## src/rtl/result_trace_buffer.sv

```systemverilog
// Trace buffer for ALU results: captures 32-bit words into a circular FIFO and
// drains them MSB-first as a byte stream over a valid/ready handshake.
module result_trace_buffer #(
    parameter int FIFO_DEPTH = 16,
    parameter int ADDR_W     = 4
) (
    input  logic              clk,
    input  logic              reset,
    input  logic [31:0]       alu_result_i,
    input  logic              capture_en_i,
    input  logic              clear_i,
    output logic [7:0]        tx_data_o,
    output logic              tx_valid_o,
    input  logic              tx_ready_i,
    output logic [ADDR_W:0]   fifo_count_o,
    output logic              empty_o,
    output logic              full_o,
    output logic              overflow_o,
    output logic [7:0]        drop_count_o
);

    localparam logic [ADDR_W:0]   FULL_COUNT = (ADDR_W+1)'(FIFO_DEPTH);
    localparam logic [ADDR_W:0]   COUNT_ONE  = (ADDR_W+1)'(1);
    localparam logic [ADDR_W-1:0] PTR_ONE    = ADDR_W'(1);

    typedef enum logic {
        IDLE = 1'b0,
        SEND = 1'b1
    } state_t;

    state_t state_reg, state_next;

    logic [31:0]       mem [FIFO_DEPTH];
    logic [ADDR_W-1:0] wr_ptr_reg, rd_ptr_reg;
    logic [ADDR_W:0]   count_reg;
    logic [31:0]       shreg_reg;
    logic [1:0]        byte_idx_reg;
    logic              overflow_reg;
    logic [7:0]        drop_count_reg;

    logic push, drop, pop, shift, has_data, is_full, handshake;

    // Control: clear wins over everything; a pop only happens on a stored word,
    // so the array is never read before it has been written.
    always_comb begin
        state_next = state_reg;
        pop        = 1'b0;
        shift      = 1'b0;
        has_data   = (count_reg != '0);
        is_full    = (count_reg == FULL_COUNT);
        handshake  = (state_reg == SEND) && tx_ready_i;
        push       = capture_en_i && !is_full && !clear_i;
        drop       = capture_en_i && is_full && !clear_i;

        if (clear_i) begin
            state_next = IDLE;
        end else begin
            case (state_reg)
                IDLE: begin
                    if (has_data) begin
                        pop        = 1'b1;
                        state_next = SEND;
                    end
                end
                SEND: begin
                    if (handshake) begin
                        if (byte_idx_reg != 2'd0) begin
                            shift = 1'b1;
                        end else if (has_data) begin
                            pop = 1'b1;
                        end else begin
                            state_next = IDLE;
                        end
                    end
                end
                default: state_next = IDLE;
            endcase
        end
    end

    always_ff @(posedge clk or negedge reset) begin
        if (!reset) begin
            state_reg <= IDLE;
        end else begin
            state_reg <= state_next;
        end
    end

    always_ff @(posedge clk) begin
        if (push) begin
            mem[wr_ptr_reg] <= alu_result_i;
        end
    end

    // The last byte is left in shreg after the final handshake, so the
    // output holds its value while idle without a separate data register.
    always_ff @(posedge clk or negedge reset) begin
        if (!reset) begin
            wr_ptr_reg     <= '0;
            rd_ptr_reg     <= '0;
            count_reg      <= '0;
            shreg_reg      <= '0;
            byte_idx_reg   <= '0;
            overflow_reg   <= 1'b0;
            drop_count_reg <= '0;
        end else if (clear_i) begin
            wr_ptr_reg     <= '0;
            rd_ptr_reg     <= '0;
            count_reg      <= '0;
            byte_idx_reg   <= '0;
            overflow_reg   <= 1'b0;
            drop_count_reg <= '0;
        end else begin
            if (push) begin
                wr_ptr_reg <= wr_ptr_reg + PTR_ONE;
            end
            if (pop) begin
                rd_ptr_reg   <= rd_ptr_reg + PTR_ONE;
                shreg_reg    <= mem[rd_ptr_reg];
                byte_idx_reg <= 2'd3;
            end else if (shift) begin
                shreg_reg    <= {shreg_reg[23:0], 8'h00};
                byte_idx_reg <= byte_idx_reg - 2'd1;
            end
            case ({push, pop})
                2'b10:   count_reg <= count_reg + COUNT_ONE;
                2'b01:   count_reg <= count_reg - COUNT_ONE;
                default: count_reg <= count_reg;
            endcase
            if (drop) begin
                overflow_reg <= 1'b1;
                if (drop_count_reg != 8'hFF) begin
                    drop_count_reg <= drop_count_reg + 8'd1;
                end
            end
        end
    end

    assign tx_data_o    = shreg_reg[31:24];
    assign tx_valid_o   = (state_reg == SEND);
    assign fifo_count_o = count_reg;
    assign empty_o      = (count_reg == '0);
    assign full_o       = (count_reg == FULL_COUNT);
    assign overflow_o   = overflow_reg;
    assign drop_count_o = drop_count_reg;

endmodule

```

## config.mk

```make
export PLATFORM = sky130hd
export DESIGN_NAME = result_trace_buffer
export DESIGN_NICKNAME = d
export VERILOG_FILES = /design/src/rtl/result_trace_buffer.sv
export SDC_FILE = /design/constraint.sdc
export NUM_CORES = 1
export LEC_CHECK = 0
export ABC_AREA = 1
export ABC_CLOCK_PERIOD_IN_PS = 3400
export BUFFER_PORTS_ARGS = -buffer_cell sky130_fd_sc_hd__buf_2
export CAP_MARGIN = 20
export CORE_MARGIN = 5
export CORE_UTILIZATION = 45
export DETAILED_ROUTE_END_ITERATION = 6
export SLEW_MARGIN = 20
export SYNTH_ARGS = -nofsm -noshare
export SYNTH_HDL_FRONTEND = slang
export SYNTH_SLANG_ARGS = --single-unit
```

## constraint.sdc

```tcl
create_clock -name clk -period 3.4 [get_ports clk]
set_input_delay 0.17 -clock clk [delete_from_list [all_inputs] [get_ports clk]]
set_output_delay 0.17 -clock clk [all_outputs]
set_load 0.1 [all_outputs]
```

==> flow_summary_export.csv, run 1 <==
group,metric,value,unit
synth,ys_warn_count,0,
synth,yosys.area_share.adder,0.495,%
synth,synth-xor-area-share,0.0770,%
worst_setup_path,worstPathCellList,"inv_1, ha_1, nand2_1, nand2_1, nand2_2, nor2_4, inv_4, nand2_1, inv_2, a21boi_0, o31ai_1",
synth,synth.distinct_cells,42,
synth,yosysTopAreaCell,"edfxtp_1",
timing,maxSlewHeadroom,5.56,%
power,power_switching,6.14,mW
global_routing,antenna_found_initial,0,
place,dp_hpwl,30.3,mm
synth,muxShareOfSynthArea,2.11,%
synth,synth_nets,1773,
timing,finalCritPeriodShare,74.2,%
worst_setup_path,reg2reg_depth,11,
worst_setup_path,cp_slowest_cell,"nor2_4",
hold_path,min_path_type,"input port to asynchronous set/reset pin",
clock_network,clockBufferDepth,3,
timing,fmax,396,MHz
die,start_util,45.4,%
worst_setup_path,start_kind,"register",
clock_network,cts_buffers,56,
synth,ys_top_cells_by_area,"edfxtp_1, dfrtp_1, nand2_1",
worst_setup_path,cp-end-kind,"register",
clock_network,cts.sinks,569,
clock_network,cts_root_buf,"clkbuf_16",
status,outcome,"completed",
synth,synth_top_family_by_area,"compound AO/OA/AOI/OAI gates",
clock_network,post_cts_buffers,0,
clock_network,cts_max_level,2,
place,dp.cells,2395,
worst_setup_path,cpPeakStageDelay,400,ps
timing,fin_skew,25.6,ps
routing,vias,14038,
power,p_int,12.8,mW
power,power.density,727,nW/µm²
routing,drt-total-wl,55.0,mm
routing,drt_iter0_drc,1430,
worst_setup_path,crit_path_frequent_cell,"nand2_1",
power,power.share.combinational,24.4,%
power,power_frac_seq,43.6,%
layout,drive_gt1_share,11.9,%
timing,setup_viol_count_final,0,
worst_setup_path,r2r_start,"byte_idx_reg[0]$_DFFE_PN0P_",
routing,avgViaCountPerCell,5.54,
clock_network,clk_pin_slew,60,ps
power,netSwitchingFraction,32.5,%
global_routing,grt_start_max_net_pins,200,
power,p_clk_share,32.0,%
global_routing,overflow,0,
power,p_leak,9.11,nW
global_routing,track_usage,19.5,%
die,die_area,55100,µm²
worst_setup_path,rrSetupSlack,880,ps
synth,synth_compound_area_share,11.3,%
worst_setup_path,required,3870,ps
die,die_h,235,µm
place,io_buffers,61,
job,drv_cap,0,
synth,async_flop_share,10.0,%
layout,stdcell_count,2535,
synth,syn_area,22700,µm²
synth,yosys_register_bits,569,
synth,postSynthAreaPerCell,13.2,µm²
timing,drv_slew,0,
synth,synth_common_cells,"edfxtp_1, nand2_1, o21ai_0",
worst_setup_path,arrival,3000,ps
timing,rsz0062_at_grt,"false",
timing,period_needed,2520,ps
clock_network,clk_latency,610,ps
timing,worst_pin_slew,1420,ps
place,place.gp.congestion,0.786,
synth,synthCells,1727,
global_routing,grt_pass1_wl,84.5,mm
synth,synth_edf_count,512,
synth,synth_simple_gate_area_share,8.70,%
routing,wire_per_inst,21.7,µm
routing,dr.pass1.iters,7,
worst_setup_path,path_class,"register to register",
worst_setup_path,r2r_end,"shreg_reg[25]$_DFFE_PN0P_",
timing,hold_viol,0,
global_routing,grt_pass1_vias,13640,
die,rows,82,
routing,ant_nets,0,
die,coreArea,50100,µm²
power,irDropWorstVdd,0.539,mV
die,die_x,235,µm
layout,largest_reg_flops,512,
synth,ys_seq_area_share,73.9,%
die,io_pins,62,
layout,postLayoutCoreUtil,51.9,%
worst_setup_path,critPathMaxFanout,32,
synth,synth_top_area_share,67.6,%
clock_network,cts_tree,"built",
synth,synth_flop_cell,"edfxtp_1",
routing,drc,0,
layout,synthToLayoutAreaGrowth,14.2,%
layout,nets,1864,
synth,synth_most_common_cell,"edfxtp_1",
-- layout by cell type (no fill, tap or decap), drive strengths merged --
master,netlist,layout
xor2,1,1
o22ai,49,49
mux2i,48,48
edfxtp,512,512
a21oi,118,118
nor2,155,155
a32o,11,11
nand4,2,2
nand3,40,40
a22oi,2,2
clkinv,0,17
buf,67,106
and2,1,1
inv,44,47
o21a,2,2
o2111ai,5,5
xnor2,1,1
o221a,10,10
a21boi,22,22
bufinv,0,4
o221ai,1,1
diode,0,1
a31oi,1,1
o21ai,205,205
o31ai,24,24
dlygate4sd3,0,37
nand2,280,280
nor3,17,17
ha,9,9
clkbuf,43,78
dfrtp,57,57
-- worst max-delay path: cells and delay by family, from the launching register on --
kind | cells | cell delay [ps]
buffers and inverters | 3 | 610
and+or+nand+nor | 5 | 810
adders and majority gates | 1 | 220
AOI/OAI and AO/OA | 2 | 370
DFF | 1 | 360
-- cell type report --
type / instances / area [µm²]
antenna: 1 / 2.50
fill: 4267 / 24100
clock inverter: 24 / 224
tap: 672 / 841
inverter: 44 / 173
timing repair buffer: 143 / 1090
clock buffer: 78 / 1570
multi-input combinational: 1004 / 5280
sequential: 569 / 16800
-- what timing repair did --
action,CTS,global route
resized for setup,0,0
hold buffers,37,0
endpoints found under the hold margin,556,0
-- metal layers --
| metal | track usage, % | wire length (µm) |
|---|---|---|
| met5 | 0 | 0 |
| met4 | 5.04 | 1140 |
| met3 | 2.49 | 2690 |
| met2 | 32.4 | 26800 |
| met1 | 27.6 | 24400 |
-- power groups by stage --
stage               Sequential [mW]  Combinational, mW  Clock, mW
finish                         8.23               4.62       6.05
global placement               8.37               4.49          0
detailed placement             8.38               4.58          0
CTS                            8.23               4.63       6.18
global route                   8.26               5.05       6.44
floorplan                      8.52               3.27          0
-- metrics by stage --
stage	cell area, µm²	worst slack, ps	TNS, ps	hold WS [ps]	power (mW)
floorplan	22800	-919	-261000	-126	11.8
global placement	23800	1020	0	409	12.9
detailed placement	23800	907	0	435	13.0
CTS	26000	892	0	93.0	19.0
global route	26000	626	0	131	19.7
finish	26000	876	0	116	18.9
-- kinds of logic (layout without fill, tap and decap cells) --
logic type                 after synthesis  in the layout
muxes                                   48             48
other                                    0              1
adders and majority gates                9              9
DFF                                    569            569
xor gates and xnor gates                 2              2
AOI/OAI and AO/OA                      450            450
and+or+nand+nor                        495            495
buffers and inverters                  154            289
-- how the worst max path moves through the flow --
stage                                      startpoint                          end  slack (ps)  cells past startpoint
after CTS                 byte_idx_reg[0]$_DFFE_PN0P_    shreg_reg[25]$_DFFE_PN0P_         890                     11
after global routing      byte_idx_reg[0]$_DFFE_PN0P_    shreg_reg[25]$_DFFE_PN0P_         630                     11
final                     byte_idx_reg[0]$_DFFE_PN0P_    shreg_reg[25]$_DFFE_PN0P_         880                     11
after detailed placement  byte_idx_reg[0]$_DFFE_PN0P_    shreg_reg[25]$_DFFE_PN0P_         910                     11
after floorplan           fifo_count_o[0]$_DFFE_PN0P_         mem[11][0]$_DFFE_PP_        -920                      6
after global placement    byte_idx_reg[0]$_DFFE_PN0P_  fifo_count_o[4]$_DFFE_PN0P_        1020                     17
Note: power is estimated with default switching activity, not from simulation.
==> run 2: changes to the inputs <==
--- a/config.mk
+++ b/config.mk
@@ -6,7 +6,7 @@
 export NUM_CORES = 1
 export LEC_CHECK = 0
 export ABC_AREA = 1
-export ABC_CLOCK_PERIOD_IN_PS = 3400
+export ABC_CLOCK_PERIOD_IN_PS = 2600
 export BUFFER_PORTS_ARGS = -buffer_cell sky130_fd_sc_hd__buf_2
 export CAP_MARGIN = 20
 export CORE_MARGIN = 5
==> constraint.sdc (replaced) <==
create_clock -name clk -period 2.6 [get_ports clk]
set_input_delay 0.13 -clock clk [delete_from_list [all_inputs] [get_ports clk]]
set_output_delay 0.13 -clock clk [all_outputs]
set_load 0.1 [all_outputs]
==> run 2 against run 1 <==
  * Combinational power grew 35%
  * Critical path type unchanged
  * Sequential power grew 31%
  * Via count is 0.29% higher
  * Flip-flop and latch count unchanged
  * Clock power is 32% higher
  * Global-route usage up 0.57 points
  * Non-clock buffer count increased by 15
  * Cell count increased by 0.59%
  * Clock-buffer cell count shrank 5
==> flow_summary_export.csv, run 2 (synthesis results as in run 1) <==
group,metric,value,unit
layout,drive_gt1_share,12.9,%
worst_setup_path,reg2reg_depth,10,
clock_network,cts.sinks,569,
clock_network,cts_root_buf,"clkbuf_16",
timing,worst_pin_slew,884,ps
clock_network,clockBufferDepth,3,
layout,largest_reg_flops,512,
timing,fin_skew,9.57,ps
place,dp_hpwl,30.7,mm
die,io_pins,62,
die,rows,82,
routing,vias,14079,
worst_setup_path,crit_path_start,"fifo_count_o[0]$_DFFE_PN0P_",
routing,drt-total-wl,56.6,mm
die,die_area,55100,µm²
status,outcome,"completed",
timing,fin_setup_tns,0,ps
timing,fmax,432,MHz
routing,drc,0,
clock_network,cts_buffers,57,
worst_setup_path,rrSetupSlack,280,ps
worst_setup_path,cp-end-kind,"register",
power,irDropWorstVdd,0.603,mV
worst_setup_path,cp-endpoint,"shreg_reg[24]$_DFFE_PN0P_",
global_routing,antenna_found_initial,0,
power,power.density,945,nW/µm²
worst_setup_path,r2r_start,"fifo_count_o[0]$_DFFE_PN0P_",
clock_network,cts_max_level,2,
routing,ant_nets,0,
timing,maxSlewHeadroom,41.1,%
global_routing,grt_pass1_vias,14000,
place,dp.cells,2409,
clock_network,clk_latency,610,ps
routing,drt_iter0_drc,1285,
clock_network,cts-hold-fix-buffers,38,
global_routing,track_usage,20.1,%
power,p_leak,9.33,nW
layout,design_area,26400,µm²
die,die_x,235,µm
timing,rsz0062_at_grt,"false",
routing,wire_per_inst,22.2,µm
timing,drv_slew,0,
clock_network,cts_resized,0,
die,start_util,45.4,%
layout,antenna_cells,0,
timing,finalCritPeriodShare,89.1,%
clock_network,cts_tree,"built",
place,io_buffers,61,
global_routing,grt_start_max_net_pins,109,
worst_setup_path,required,3110,ps
timing,hold_viol,0,
die,die_h,235,µm
place,place_area,24200,µm²
worst_setup_path,path_class,"register to register",
routing,dr.pass1.iters,5,
layout,fillers,4238,
layout,synthToLayoutAreaGrowth,16.2,%
layout,final_common_cell,"edfxtp_1",
die,coreArea,50100,µm²
place,place.gp.congestion,0.779,
clock_network,post_cts_buffers,0,
routing,avgViaCountPerCell,5.52,
timing,holdWs,184,ps
worst_setup_path,critPathMaxFanout,32,
layout,nets,1880,
layout,layout_common_cells,"edfxtp_1, nand2_1, o21ai_0, nor2_1, a21oi_1",
hold_path,min_path_type,"input port to asynchronous set/reset pin",
worst_setup_path,arrival,2830,ps
worst_setup_path,r2r_end,"shreg_reg[24]$_DFFE_PN0P_",
job,drv_cap,0,
power,p_total,25.0,mW
timing,setup_viol_count_final,0,
timing,period_needed,2320,ps
worst_setup_path,start_kind,"register",
layout,stdcell_count,2550,
clock_network,clk_pin_slew,60,ps
global_routing,grt_pass1_wl,86.1,mm
global_routing,overflow,0,
[run 2: cell types whose count changed in the layout (fill, tap and decap cells not counted), moves of 2 or more]
cell,delta
buf_4,-4
clkbuf_8,-4
dfrtp_1,-5
nor3_4,+9
buf_12,+18
nor3_2,-9
dfrtp_4,+4
clkinvlp_4,+2
clkbuf_1,-2
nand2_1,-2
clkinv_1,+3
[run 2: per-layer routing]
layer,track usage (%),vias up,part of all wire (%)
met5,0,-,0
met1,27.2,7030,42
met4,4.65,0,2.1
met3,2.97,79,5.5
met2,34.7,433,50
li1,-,6537,-
[run 2: critical path: stages (launching register included)]
cell      delay, ps
dfrtp_4         500
nor2_1          150
nand3_1         140
nand2_2         150
nor2_4           60
buf_4           210
inv_4            80
nand2_1          60
inv_2           500
a21boi_0        220
o31ai_1         120
[run 2: how the worst min path moves through the flow]
| stage | endpoint | startpoint | cells after the start |
|---|---|---|---|
| detailed placement | drop_count_o[1]$_DFFE_PN0P_ | reset | 1 |
| floorplan | byte_idx_reg[0]$_DFFE_PN0P_ | reset | 0 |
| finish | drop_count_o[1]$_DFFE_PN0P_ | reset | 2 |
| global route | drop_count_o[1]$_DFFE_PN0P_ | reset | 2 |
| CTS | drop_count_o[1]$_DFFE_PN0P_ | reset | 2 |
| global placement | drop_count_o[1]$_DFFE_PN0P_ | reset | 1 |
[run 2: final cells by class]
type / instances / area (µm²) / share of cell area (%)
sequential: 569 / 16800 / 63.7
multi-input combinational: 1004 / 5350 / 20.2
clock buffer: 73 / 1530 / 5.78
timing repair buffer: 158 / 1430 / 5.42
tap: 672 / 841 / 3.18
clock inverter: 30 / 285 / 1.08
inverter: 44 / 173 / 0.653
[run 2: through the flow]
step / util (%) / setup slack, ps
global route: 52.8 / 119
detailed placement: 48.4 / 316
floorplan: - / -43.3
finish: 52.8 / 283
global placement: 48.4 / 384
CTS: 52.8 / 298
[run 2: power breakdown]
| group | switching (mW) | internal, mW | leakage (nW) | total [mW] |
|---|---|---|---|---|
| Sequential | 0.324 | 10.4 | 5.33 | 10.8 |
| Combinational | 4.40 | 1.85 | 3.12 | 6.25 |
| Clock | 3.34 | 4.63 | 0.883 | 7.97 |
==> run 3: changes to the inputs <==
--- a/config.mk
+++ b/config.mk
@@ -10,8 +10,9 @@
 export BUFFER_PORTS_ARGS = -buffer_cell sky130_fd_sc_hd__buf_2
 export CAP_MARGIN = 20
 export CORE_MARGIN = 5
-export CORE_UTILIZATION = 45
+export CORE_UTILIZATION = 50
 export DETAILED_ROUTE_END_ITERATION = 6
+export PLACE_DENSITY = 0.66
 export SLEW_MARGIN = 20
 export SYNTH_ARGS = -nofsm -noshare
 export SYNTH_HDL_FRONTEND = slang
==> run 3 against run 2 <==
  * Clock power increased by 5.1%
  * First-iteration DRC count increased by 11%
  * Cell count decreased by 2.9%
  * Worst hold slack improved by 12 ps
  * Critical endpoint is now fifo_count_o[2]$_DFFE_PN0P_
  * Combinational power decreased by 1%
  * Highest routed layer is now met5
  * Critical path depth increased by 2
==> flow_summary_export.csv, run 3 (synthesis results as in run 1) <==
group,metric,value,unit
layout,antenna_cells,0,
timing,drv_slew,0,
clock_network,cts_root_buf,"clkbuf_16",
layout,layout_common_cells,"edfxtp_1, nand2_1, o21ai_0, nor2_1, a21oi_1",
clock_network,post_cts_buffers,0,
worst_setup_path,cp_slowest_cell,"dfrtp_4",
layout,stdcell_count,2477,
worst_setup_path,path_class,"register to register",
clock_network,cts.sinks,569,
global_routing,grt_pass1_vias,14027,
routing,drt-total-wl,55.8,mm
routing,wire_per_inst,22.5,µm
timing,setup_ws,327,ps
clock_network,clk_latency,610,ps
timing,period_needed,2270,ps
die,rows,78,
global_routing,grt_start_max_net_pins,100,
worst_setup_path,cp-end-kind,"register",
routing,drt_iter0_drc,1432,
timing,hold_viol,0,
routing,ant_nets,0,
clock_network,clk_pin_slew,60,ps
hold_path,min_path_type,"input port to asynchronous set/reset pin",
worst_setup_path,worstPathCellList,"nor2_1, nand3_1, nand2_2, nor2_4, inv_4, buf_4, nand2_1, nand2_1, inv_1, nor2_2, inv_1, o22ai_1",
power,p_leak,9.35,nW
global_routing,grt_pass1_wl,84.7,mm
layout,drive_gt1_share,13.5,%
die,io_pins,62,
die,die_x,223,µm
timing,maxSlewHeadroom,37.5,%
global_routing,track_usage,22.1,%
clock_network,cts_max_level,2,
place,post-place-ws,370,ps
die,start_util,50.3,%
layout,final_common_cell,"edfxtp_1",
routing,vias,14280,
routing,drc,0,
status,outcome,"completed",
layout,postLayoutCoreUtil,58.3,%
die,die_area,49900,µm²
global_routing,overflow,0,
worst_setup_path,cpPeakStageDelay,500,ps
power,p_total,25.3,mW
routing,avgViaCountPerCell,5.77,
timing,setup_viol_count_final,0,
timing,fin_skew,16.9,ps
power,power.density,961,nW/µm²
worst_setup_path,arrival,2800,ps
worst_setup_path,cp_top_family,"simple AND/OR/NAND/NOR gates",
global_routing,antenna_found_initial,1,
job,drv_cap,0,
place,place.gp.congestion,0.814,
layout,fillers,3487,
worst_setup_path,start_kind,"register",
timing,rsz0062_at_grt,"false",
place,dp_hpwl,30.4,mm
worst_setup_path,rrSetupSlack,330,ps
timing,worst_pin_slew,938,ps
timing,holdWs,196,ps
worst_setup_path,path_buf_inv,4,
layout,largest_reg_flops,512,
clock_network,clockBufferDepth,3,
worst_setup_path,critPathMaxFanout,26,
clock_network,cts_resized,0,
place,io_buffers,61,
routing,dr.pass1.iters,5,
layout,multi_input_area,5350,µm²
die,coreArea,45200,µm²
power,irDropWorstVdd,0.721,mV
die,die_h,223,µm
worst_setup_path,required,3120,ps
clock_network,cts_buffers,56,
timing,fmax,440,MHz
timing,finalCritPeriodShare,87.4,%
layout,nets,1875,
clock_network,cts_tree,"built",
layout,seqCellArea,16800,µm²
place,dp.cells,2335,
layout,synthToLayoutAreaGrowth,15.9,%
[run 3: cell types whose count changed in the layout (fill, tap and decap cells not counted)]
cell | previous run | this run
clkbuf_8 | 2 | 13
clkinv_1 | 11 | 2
buf_12 | 24 | 18
buf_4 | 36 | 39
dlygate4sd3_1 | 38 | 36
inv_6 | 2 | 4
buf_2 | 60 | 61
bufinv_16 | 5 | 6
clkbuf_1 | 13 | 12
clkbuf_16 | 58 | 57
clkinv_8 | 1 | 0
clkinvlp_4 | 2 | 3
[run 3: timing repair]
action / CTS / global route
endpoints found under the hold margin: 554 / 0
hold buffers: 36 / 0
setup endpoints to repair: 0 / 0
[run 3: cell type report]
class	count	share of cell area, %
clock buffers	82	6.26
well taps	600	2.85
multi-input cells	1004	20.3
flip-flops and latches	569	63.8
clock inverters	24	1.10
inverters	44	0.655
repair buffers	154	5.00
[run 3: routing by layer]
layer / up-vias / share of wire [%] / GRT usage, %
met5: - / 0.023 / 0
met4: 2 / 2.3 / 6.01
met3: 114 / 7.1 / 3.55
met2: 521 / 49 / 37.1
met1: 7110 / 41 / 30.3
li1: 6533 / - / -
[run 3: stage by stage]
step	TNS (ps)	cell area, µm²
after floorplan	-2020	22900
final	0	26400
after global placement	0	24100
after CTS	0	26400
after detailed placement	0	24100
after global routing	0	26400
[run 3: path summary, 6_finish.rpt]
check	from	to	depth (start not counted)
max reg2reg	fifo_count_o[1]$_DFFE_PN0P_	fifo_count_o[2]$_DFFE_PN0P_	12
min reg2reg	shreg_reg[0]$_DFFE_PN0P_	shreg_reg[0]$_DFFE_PN0P_	2
max in group asynchronous	reset	shreg_reg[3]$_DFFE_PN0P_	3
min in group clk	clear_i	rd_ptr_reg[3]$_DFFE_PN0P_	5
max	fifo_count_o[1]$_DFFE_PN0P_	fifo_count_o[2]$_DFFE_PN0P_	12
min	reset	drop_count_o[5]$_DFFE_PN0P_	2
[run 3: power breakdown]
part / leakage (nW) / total, mW / internal (mW) / switching (mW)
Combinational: 3.07 / 6.16 / 1.80 / 4.36
Clock: 0.951 / 8.38 / 5.00 / 3.38
Sequential: 5.33 / 10.8 / 10.4 / 0.335
Total: 9.35 / 25.3 / 17.2 / 8.08
[run 3: worst register-to-register path, delay by kind of cell, from the launching register on]
kind	cells	cell delay (ps)
buf+inv	4	630
simple gates	7	910
flops	1	500
compound gates	1	150
